===== src/rtl/tree_router_sync.sv =====
// Tree NoC router node: one parent and NUM_CHILD child valid/ready ports, a FIFO per input,
// and a round-robin arbiter feeding a one-entry output register per output.
module tree_router_sync #(
    parameter int WIDTH_packet = 14,
    parameter int WIDTH_dest   = 3,
    parameter int WIDTH_addr   = 3,
    parameter int WIDTH        = WIDTH_packet + WIDTH_addr + WIDTH_dest,
    parameter int NUM_CHILD    = 2,
    parameter int LEVEL        = 2,
    parameter int PREFIX       = 0,
    parameter int DEPTH        = 4
) (
    input  logic                       clk,
    input  logic                       rst,
    input  logic [WIDTH-1:0]           parent_in_data,
    input  logic                       parent_in_valid,
    output logic                       parent_in_ready,
    output logic [WIDTH-1:0]           parent_out_data,
    output logic                       parent_out_valid,
    input  logic                       parent_out_ready,
    input  logic [NUM_CHILD*WIDTH-1:0] child_in_data,
    input  logic [NUM_CHILD-1:0]       child_in_valid,
    output logic [NUM_CHILD-1:0]       child_in_ready,
    output logic [NUM_CHILD*WIDTH-1:0] child_out_data,
    output logic [NUM_CHILD-1:0]       child_out_valid,
    input  logic [NUM_CHILD-1:0]       child_out_ready,
    output logic [7:0]                 drop_count
);

    localparam int NP = NUM_CHILD + 1;
    localparam int CB = $clog2(NUM_CHILD);
    localparam int PW = $clog2(NP);
    localparam int AW = $clog2(DEPTH);
    localparam logic [AW:0]           FULL_CNT = (AW+1)'(DEPTH);
    localparam logic [WIDTH_dest-1:0] PREFIX_V = WIDTH_dest'(PREFIX);

    function automatic logic [PW-1:0] route_target(input logic [WIDTH_dest-1:0] dest);
        logic [CB-1:0] sel;
        sel = CB'(dest >> (LEVEL - CB));
        // At the root LEVEL == WIDTH_dest, so both shifts give zero and every dest is owned.
        if ((dest >> LEVEL) == (PREFIX_V >> LEVEL))
            return PW'(sel) + PW'(1);
        return '0;
    endfunction

    logic [WIDTH-1:0] w_in_data [NP];
    logic [NP-1:0]    w_in_valid, w_out_ready;
    logic [NP-1:0]    w_full, w_empty, w_push, w_pop, w_drop, w_load, w_any;
    logic [WIDTH-1:0] w_head [NP];
    logic [PW-1:0]    w_target [NP];
    logic [PW-1:0]    w_win [NP];
    logic [NP-1:0]    w_gnt [NP];
    logic [8:0]       w_drop_sum;

    logic [WIDTH-1:0] r_mem [NP][DEPTH];
    logic [AW-1:0]    r_wptr [NP];
    logic [AW-1:0]    r_rptr [NP];
    logic [AW:0]      r_count [NP];
    logic [WIDTH-1:0] r_out_data [NP];
    logic [NP-1:0]    r_out_valid;
    logic [PW-1:0]    r_rr [NP];
    logic [7:0]       r_drop_count;

    assign w_in_data[0]    = parent_in_data;
    assign w_in_valid[0]   = parent_in_valid;
    assign w_out_ready[0]  = parent_out_ready;
    assign parent_in_ready = ~w_full[0];
    assign parent_out_data = r_out_data[0];
    assign parent_out_valid = r_out_valid[0];
    assign drop_count      = r_drop_count;

    for (genvar c = 0; c < NUM_CHILD; c++) begin : g_child
        assign w_in_data[c+1]                     = child_in_data[c*WIDTH +: WIDTH];
        assign w_in_valid[c+1]                    = child_in_valid[c];
        assign w_out_ready[c+1]                   = child_out_ready[c];
        assign child_in_ready[c]                  = ~w_full[c+1];
        assign child_out_data[c*WIDTH +: WIDTH]   = r_out_data[c+1];
        assign child_out_valid[c]                 = r_out_valid[c+1];
    end

    always_comb begin : p_fifo_status
        for (int p = 0; p < NP; p++) begin
            w_full[p]   = (r_count[p] == FULL_CNT);
            w_empty[p]  = (r_count[p] == '0);
            w_push[p]   = w_in_valid[p] && !w_full[p];
            w_head[p]   = r_mem[p][r_rptr[p]];
            w_target[p] = route_target(w_head[p][WIDTH-1 -: WIDTH_dest]);
            w_drop[p]   = !w_empty[p] && (w_target[p] == PW'(p));
        end
    end

    always_comb begin : p_arb
        int idx;
        idx   = 0;
        w_pop = w_drop;
        for (int o = 0; o < NP; o++) begin
            w_any[o]  = 1'b0;
            w_win[o]  = '0;
            w_gnt[o]  = '0;
            w_load[o] = !r_out_valid[o] || w_out_ready[o];
            // Scan inputs starting at the round-robin pointer; first requester wins.
            for (int k = 0; k < NP; k++) begin
                idx = (int'(r_rr[o]) + k) % NP;
                if (!w_any[o] && !w_empty[idx] && (w_target[idx] == PW'(o)) && (idx != o)) begin
                    w_any[o] = 1'b1;
                    w_win[o] = PW'(idx);
                end
            end
            if (w_load[o] && w_any[o]) begin
                w_gnt[o][w_win[o]] = 1'b1;
                w_pop[w_win[o]]    = 1'b1;
            end
        end
    end

    always_comb begin : p_drop_sum
        w_drop_sum = {1'b0, r_drop_count} + 9'($countones(w_drop));
    end

    // NOTE: FIFO storage is not reset; r_count gates every read, so stale data is never observed.
    always_ff @(posedge clk) begin
        for (int p = 0; p < NP; p++)
            if (w_push[p]) r_mem[p][r_wptr[p]] <= w_in_data[p];
    end

    always_ff @(posedge clk or posedge rst) begin
        if (rst) begin
            for (int p = 0; p < NP; p++) begin
                r_wptr[p]  <= '0;
                r_rptr[p]  <= '0;
                r_count[p] <= '0;
            end
        end else begin
            for (int p = 0; p < NP; p++) begin
                if (w_push[p]) r_wptr[p] <= r_wptr[p] + AW'(1);
                if (w_pop[p])  r_rptr[p] <= r_rptr[p] + AW'(1);
                case ({w_push[p], w_pop[p]})
                    2'b10:   r_count[p] <= r_count[p] + (AW+1)'(1);
                    2'b01:   r_count[p] <= r_count[p] - (AW+1)'(1);
                    default: r_count[p] <= r_count[p];
                endcase
            end
        end
    end

    always_ff @(posedge clk or posedge rst) begin
        if (rst) begin
            r_out_valid  <= '0;
            r_drop_count <= '0;
            for (int o = 0; o < NP; o++) begin
                r_out_data[o] <= '0;
                r_rr[o]       <= '0;
            end
        end else begin
            r_drop_count <= (w_drop_sum > 9'd255) ? 8'hFF : w_drop_sum[7:0];
            for (int o = 0; o < NP; o++) begin
                if (w_load[o]) begin
                    r_out_valid[o] <= w_any[o];
                    if (w_any[o]) begin
                        r_out_data[o] <= w_head[w_win[o]];
                        r_rr[o]       <= (w_win[o] == PW'(NP-1)) ? '0 : w_win[o] + PW'(1);
                    end
                end
            end
        end
    end

endmodule


===== config.mk =====
export PLATFORM = sky130hd
export DESIGN_NAME = tree_router_sync
export DESIGN_NICKNAME = d
export VERILOG_FILES = /design/src/rtl/tree_router_sync.sv
export SDC_FILE = /design/constraint.sdc
export NUM_CORES = 1
export LEC_CHECK = 0
export CORE_UTILIZATION = 30
export CTS_BUF_LIST = sky130_fd_sc_hd__clkbuf_8
export CTS_CLUSTER_SIZE = 25
export DETAILED_ROUTE_END_ITERATION = 6
export PLACE_DENSITY = 0.5
export SLEW_MARGIN = 5
export SYNTH_ARGS = -nofsm -noshare
export SYNTH_HDL_FRONTEND = slang
export SYNTH_SLANG_ARGS = --single-unit

===== constraint.sdc =====
create_clock -name clk -period 4.8 [get_ports clk]
set_input_delay 0.96 -clock clk [delete_from_list [all_inputs] [get_ports clk]]
set_output_delay 0.96 -clock clk [all_outputs]
set_load 0.01 [all_outputs]

==> results of run 1 <==
==> routing by layer <==
metal	vias up	GRT usage	part of all wire
met5	-	0	0
met1	4370	0.2122	0.44
met2	302	0.2602	0.48
li1	3906	-	-
met3	56	0.04116	0.065
met4	0	0.05549	0.022
==> logic make-up (layout without fill, tap and decap cells) <==
group / Yosys count / in the layout
buf+inv: 82 / 321
fa+ha+maj: 34 / 34
xor+xnor: 22 / 22
mux: 91 / 91
simple gates: 171 / 171
compound gates: 161 / 161
flops: 338 / 338
==> final cells by class <==
class | count | area (sq um)
inverter | 41 | 156.4
clock buffer | 60 | 825.8
sequential | 338 | 9659
timing repair buffer | 172 | 1644
fill | 4509 | 29880
clock inverter | 48 | 247.7
tap | 615 | 769.5
multi-input combinational | 479 | 4459
==> per-stage QoR <==
step	area, sq um	total power, mW	hold slack, ps	setup WS, ps	util
CTS	17760	13.31	473.1	1075	0.3728
global route	17760	13.96	503.4	823.9	0.3728
finish	17760	13.12	468.8	1050	0.3728
floorplan	14440	8.397	476.6	1143	-
global placement	16690	10.74	455.4	1148	0.3503
detailed placement	16690	10.81	455.2	1094	0.3503
==> worst max-delay path, delay by kind of cell, from the launching register on <==
kind,cells,cell delay (ps)
AND/OR/NAND/NOR,4,730
AO/OA/AOI/OAI,3,810
flip-flops,1,580
multiplexers,1,670
adder cells (fa/ha/maj),2,540
XOR/XNOR,2,300
buffers and inverters,1,60
==> state kept, by name, indices dropped and copies added, names as in the netlist <==
| name | flops |
|---|---|
| drop_count | 8 |
| r_out_valid | 3 |
| r_rr | 6 |
| r_count | 9 |
| r_rptr | 6 |
| parent_out_data | 20 |
| r_wptr | 6 |
| r_mem | 240 |
| child_out_data | 40 |
==> where the power goes <==
group	internal (mW)	switching, mW	leakage (nW)
clock network	1.26	1.16	0.644
logic	2.60	3.51	2.53
registers	4.04	0.549	3.40
==> worst min-delay path by stage <==
stage | cells after the start | slack, ps | from | endpoint
3_5_place_dp | 1 | 460 | child_out_data[38] | child_out_data[38]
3_3_place_gp | 1 | 460 | child_out_data[38] | child_out_data[38]
2_1_floorplan | 1 | 480 | r_count[2] | r_count[2]
5_1_grt | 1 | 500 | child_out_data[38] | child_out_data[38]
4_1_cts | 1 | 470 | child_out_data[38] | child_out_data[38]
6_report | 1 | 470 | child_out_data[38] | child_out_data[38]
==> cell usage after synthesis, types with 3 or more instances <==
library cell    n
or2_2           3
a211oi_1        7
a22oi_2         9
nor2_1         24
ha_1           29
a21o_1         12
nor3_1          9
o21ai_0        32
nand3_1        11
clkbuf_1       26
a31oi_1         6
nand4_1         4
and3_1         12
mux2i_1        28
a21oi_1         9
nand2_1        67
dfrtp_1        98
and2_1          7
edfxtp_1      240
xnor2_1        10
o21ai_1         5
inv_1          40
or3_1           5
a211o_1         3
buf_1           3
o21ai_2         6
nand2b_1        8
a222oi_1       18
buf_2           9
fa_1            5
nor2b_1        11
xor2_1         11
a22oi_1        34
mux4_2         62
==> results.ini, run 1 <==
[outcome]
status = complete, but fails checks
violations = design-rule violations

[clock_network]
clkLatencyLatePin_ps = 630
cts_tree = built
clkTransAtPathRegs_ps = 60
root_buffer = clkbuf_8
htreeDepth = 2
cts_buffer_depth = 3
cts_made_buffers = 58
post-cts-setup-buffers = 0
numClockSinks = 338
cts_hold_buf = 0
cts_resized = 0

[synthesis]
yosysSeqAreaShare = 0.6689
ys_warn_count = 0
synth_compound_area_frac = 0.08509
synth_mux_area_frac = 0.1169
synth.avg_cell_area_sq_um = 16.06
synthesis.area_sq_um = 14440
synthCells = 899
synth_top_area_cell = edfxtp_1
ys.flop_type = edfxtp_1
ys_seq_elements = 338
yosys.area_share.adder = 0.03206
synth_top_family_by_area = multiplexers
ys_types = 65
yosys.area_share.simple = 0.05979
async_reset_ff_frac = 0.2899
synth_xor_area_frac = 0.01386
synth.top_cell.area_share = 0.4991
syn-num-nets = 1001
synth-edff-count = 240
synthTopCellsByArea = edfxtp_1 50%, dfrtp_1 17%, mux4_2 9.7%

[cells_and_area]
antenna_cells = 0
final_common_cell = edfxtp_1
nets = 1192
fin_cells = 1753
drive_gt1_frac = 0.1740
areaGrowthSynthToFinish_pct = 23.00
final_cell_mix = 240 x edfxtp_1, 141 x clkdlybuf4s50_1, 98 x dfrtp_1

[route]
wl_per_cell_um = 22.42
viasPerCell = 4.925
ant_nets = 0
vias = 8634
first_pass_iters = 7
drt-initial-drc-count = 785
wl_um = 39300
drc_errors = 1

[die]
start_util = 0.3031
die_w_um = 221.4
pin_count = 142
num_rows = 80
die_h_um = 221.4
die-area_sq_um = 49020
core_sq_um = 47650

[global_routing]
grt_pass1_wl_um = 58430
grt_pass1_vias = 9007
track_usage = 0.1618
antenna_found_initial = 0
grt_max_degree = 38
overflow = 0

[sta]
setup_tns_ps = 0
clock_skew_ps = 21.60
setup_viol = 0
tightest_slew_ps = 1127
slew_headroom = 0.2478
rsz0062_at_grt = no
finalCritPeriodShare = 0.7812
fmax_ghz = 0.2667
fin_crit_ps = 3750
maxSlewViolCount = 0
hold_viol = 0

[setup_path]
path_cells = mux4_2 > nor3_1 > a211oi_1 > a21bo_2 > nand2_1 > o21ai_0 > or2_2 > ha_1 > inv_1 > fa_1 > xor2_1 > nor2_1 > xor2_1
worstSetupEndpointType = flop
r2r-end = r_count[8]
r2r_cells = 13
critPathSlowestCell = mux4_2
cpMostUsedCell = xor2_1
start_kind = flop
rr_startpoint = r_rptr[4]
endpoint = r_count[8]
critPathKind = flop to flop
r2r_setup_slack_ps = 1050
crit_fanout = 8
critPathArrivalTime_ps = 4290
startpoint = r_rptr[4]
slowest_delay_ps = 670
cp.required_ps = 5340

[place]
dp_hpwl_um = 27170
place_congestion = 0.8560
portBuffers = 141
placed_cells = 1645

[pwr]
p_leak_nw = 6.570
p_per_area_nw_per_um2 = 738.9
vdd.ir_drop.worst_v = 0.0002640

[hold_path]
hold_class = flop to flop

[run]
maxCapViolCount = 0

Note: power is estimated with default switching activity, not from simulation.
==> run 2, diff against run 1 <==
==> constraint.sdc (replaced) <==
create_clock -name clk -period 3.8 [get_ports clk]
set_input_delay 0.76 -clock clk [delete_from_list [all_inputs] [get_ports clk]]
set_output_delay 0.76 -clock clk [all_outputs]
set_load 0.01 [all_outputs]
==> run 2 against run 1 <==
Effect of this change:
- the flow still finishes with violations (design-rule violations)
- largest power group unchanged
- highest routed layer unchanged
- non-clock buffer count grew 13
- largest cell class unchanged
- critical endpoint unchanged
- combinational power is 29% higher
- utilization up 0.39 points
- worst hold slack got worse by 2.3 ps
- count of clock-buffer cells in the layout rose by 8
==> results.ini, run 2 (synthesis gave the netlist of run 1 again) <==
[clock_network]
clkTransAtPathRegs_ps = 60  ; about the same
numClockSinks = 338  ; unchanged
root_buffer = clkbuf_8  ; unchanged
clkLatencyLatePin_ps = 640  ; was 630 ps
post-cts-setup-buffers = 0  ; unchanged
cts_buffer_depth = 3  ; unchanged
htreeDepth = 2  ; unchanged
cts_hold_buf = 0  ; unchanged
cts_resized = 0  ; unchanged
cts_made_buffers = 58  ; unchanged
cts_tree = built  ; unchanged

[global_routing]
grt_max_degree = 60  ; was 38
overflow = 0  ; unchanged
grt_pass1_wl_um = 58640  ; was 58430 um
grt_pass1_vias = 8820  ; was 9007
antenna_found_initial = 0  ; unchanged
track_usage = 0.1630  ; was 0.1618

[hold_path]
hold_class = flop to flop  ; unchanged
min_from = child_out_data[38]  ; unchanged

[setup_path]
cpLargestDelayFamily = simple AND/OR/NAND/NOR gates  ; was compound AO/OA/AOI/OAI gates
critPathBufInv = 1  ; unchanged
critPathArrivalTime_ps = 4070  ; was 4290 ps
cp.required_ps = 4350  ; was 5340 ps
slowest_delay_ps = 650  ; was 670 ps
crit_fanout = 6  ; was 8
worstSetupEndpointType = flop  ; unchanged
rr_startpoint = r_rptr[4]  ; unchanged
cpMostUsedCell = xor2_1  ; unchanged
critPathKind = flop to flop  ; unchanged
path_cells = mux4_2 > nor3_1 > a211oi_1 > a21bo_2 > nand2_1 > o21ai_0 > or2_2 > ha_1 > inv_1 > fa_1 > xor2_1 > nor2_1 > xor2_1  ; unchanged
critPathSlowestCell = mux4_2  ; unchanged
startpoint = r_rptr[4]  ; unchanged
start_kind = flop  ; unchanged

[cells_and_area]
fin_area_sq_um = 17950  ; was 17760 sq um
final_cell_mix = 240 x edfxtp_1, 141 x clkdlybuf4s50_1, 97 x dfrtp_1  ; was 240 x edfxtp_1, 141 x clkdlybuf4s50_1, 98 x dfrtp_1
drive_gt1_frac = 0.1948  ; was 0.1740
final_util = 0.3767  ; was 0.3728
antenna_cells = 0  ; unchanged
nets = 1205  ; was 1192
largest_reg_flops = 240  ; unchanged
fin_cells = 1765  ; was 1753
final_common_cell = edfxtp_1  ; unchanged
fill_cells = 4534  ; was 4509
areaGrowthSynthToFinish_pct = 24.30  ; was 23.00%

[sta]
hold_viol = 0  ; unchanged
clock_skew_ps = 33.33  ; was 21.60 ps
setup_tns_ps = 0  ; unchanged
setup_viol = 0  ; unchanged
finalCritPeriodShare = 0.9250  ; was 0.7812
maxSlewViolCount = 0  ; unchanged
slew_headroom = 0.4874  ; was 0.2478
rsz0062_at_grt = no  ; unchanged
fmax_ghz = 0.2845  ; was 0.2667 GHz
fin_crit_ps = 3515  ; was 3750 ps
tightest_slew_ps = 766.0  ; was 1127 ps
hold_ws_ps = 466.4  ; was 468.8 ps

[pwr]
power.internal_mw = 10.27  ; was 7.898 mW
p_per_area_nw_per_um2 = 942.1  ; was 738.9 nW/um^2
switchingPower_mw = 6.640  ; was 5.226 mW
seq_power_share = 0.341  ; was 0.350
p_leak_nw = 6.657  ; was 6.570 nW
power_frac_comb = 0.466  ; about the same
clkPwrFrac = 0.193  ; was 0.185
sw_frac_of_total = 0.3927  ; was 0.3982
vdd.ir_drop.worst_v = 0.0003586  ; was 0.0002640 V

[place]
dp_hpwl_um = 27430  ; was 27170 um
portBuffers = 141  ; unchanged
placed_cells = 1658  ; was 1645
place_area_sq_um = 16800  ; was 16690 sq um
place_congestion = 0.8368  ; was 0.8560

[die]
start_util = 0.3031  ; unchanged
die-area_sq_um = 49020  ; unchanged
num_rows = 80  ; unchanged
die_w_um = 221.4  ; unchanged
die_h_um = 221.4  ; unchanged
pin_count = 142  ; unchanged
core_sq_um = 47650  ; unchanged

[route]
ant_nets = 0  ; unchanged
vias = 8694  ; was 8634
drt-initial-drc-count = 779  ; was 785
first_pass_iters = 7  ; unchanged
drc_errors = 1  ; unchanged
viasPerCell = 4.926  ; was 4.925
wl_um = 39380  ; was 39300 um
wl_per_cell_um = 22.31  ; was 22.42 um

[outcome]
violations = design-rule violations  ; unchanged
status = complete, but fails checks  ; unchanged

[run]
maxCapViolCount = 0  ; unchanged

## run 2: cell types whose count changed in the layout (fill, tap and decap cells not counted)
cell        change
dfrtp_1         -1
buf_12          +1
clkinv_1        -2
inv_1          -11
buf_4          +12
clkinvlp_4      -2
clkinv_2        +6
dfrtp_2         +1
clkbuf_8        +8
## run 2: cell type report
cell class                      count  area [sq um]  area share
Clock inverter                     39         214.0     0.01192
Tap cell                          615         769.5     0.04287
Multi-Input combinational cell    479          4459      0.2484
Sequential cell                   338          9661      0.5382
Inverter                           41         156.4    0.008713
Timing Repair Buffer              185          1754     0.09773
Clock buffer                       68         935.9     0.05214
## run 2: power groups by stage
| stage | registers [mW] | logic [mW] | clock network, mW |
|---|---|---|---|
| global route | 5.87 | 8.62 | 3.52 |
| CTS | 5.78 | 8.01 | 3.37 |
| global placement | 5.83 | 7.95 | 0 |
| floorplan | 5.68 | 4.93 | 0 |
| finish | 5.76 | 7.89 | 3.26 |
| detailed placement | 5.84 | 7.98 | 0 |
## run 2: metal layers
metal	vias to the layer above	GRT usage	share of wire
met3	53	0.04090	0.061
met2	276	0.2652	0.48
met4	0	0.04151	0.018
met5	-	0	0
li1	3920	-	-
met1	4445	0.2173	0.44
## run 2: final timing paths
check | depth (start not counted) | slack (ps) | end
max | 13 | 290 | r_count[8]
min | 1 | 470 | child_out_data[38]
max reg2reg | 13 | 290 | r_count[8]
min reg2reg | 1 | 470 | child_out_data[38]
max in group asynchronous | 3 | 2450 | parent_out_data[8]
min in group asynchronous | 2 | 590 | drop_count[4]
## run 2: metrics by stage
step / power (mW) / setup slack, ps
after detailed placement: 13.83 / 199.2
after global placement: 13.78 / 246.2
after global routing: 18.01 / 49.48
after floorplan: 10.61 / 143.4
final: 16.91 / 285.1
after CTS: 17.17 / 172.5
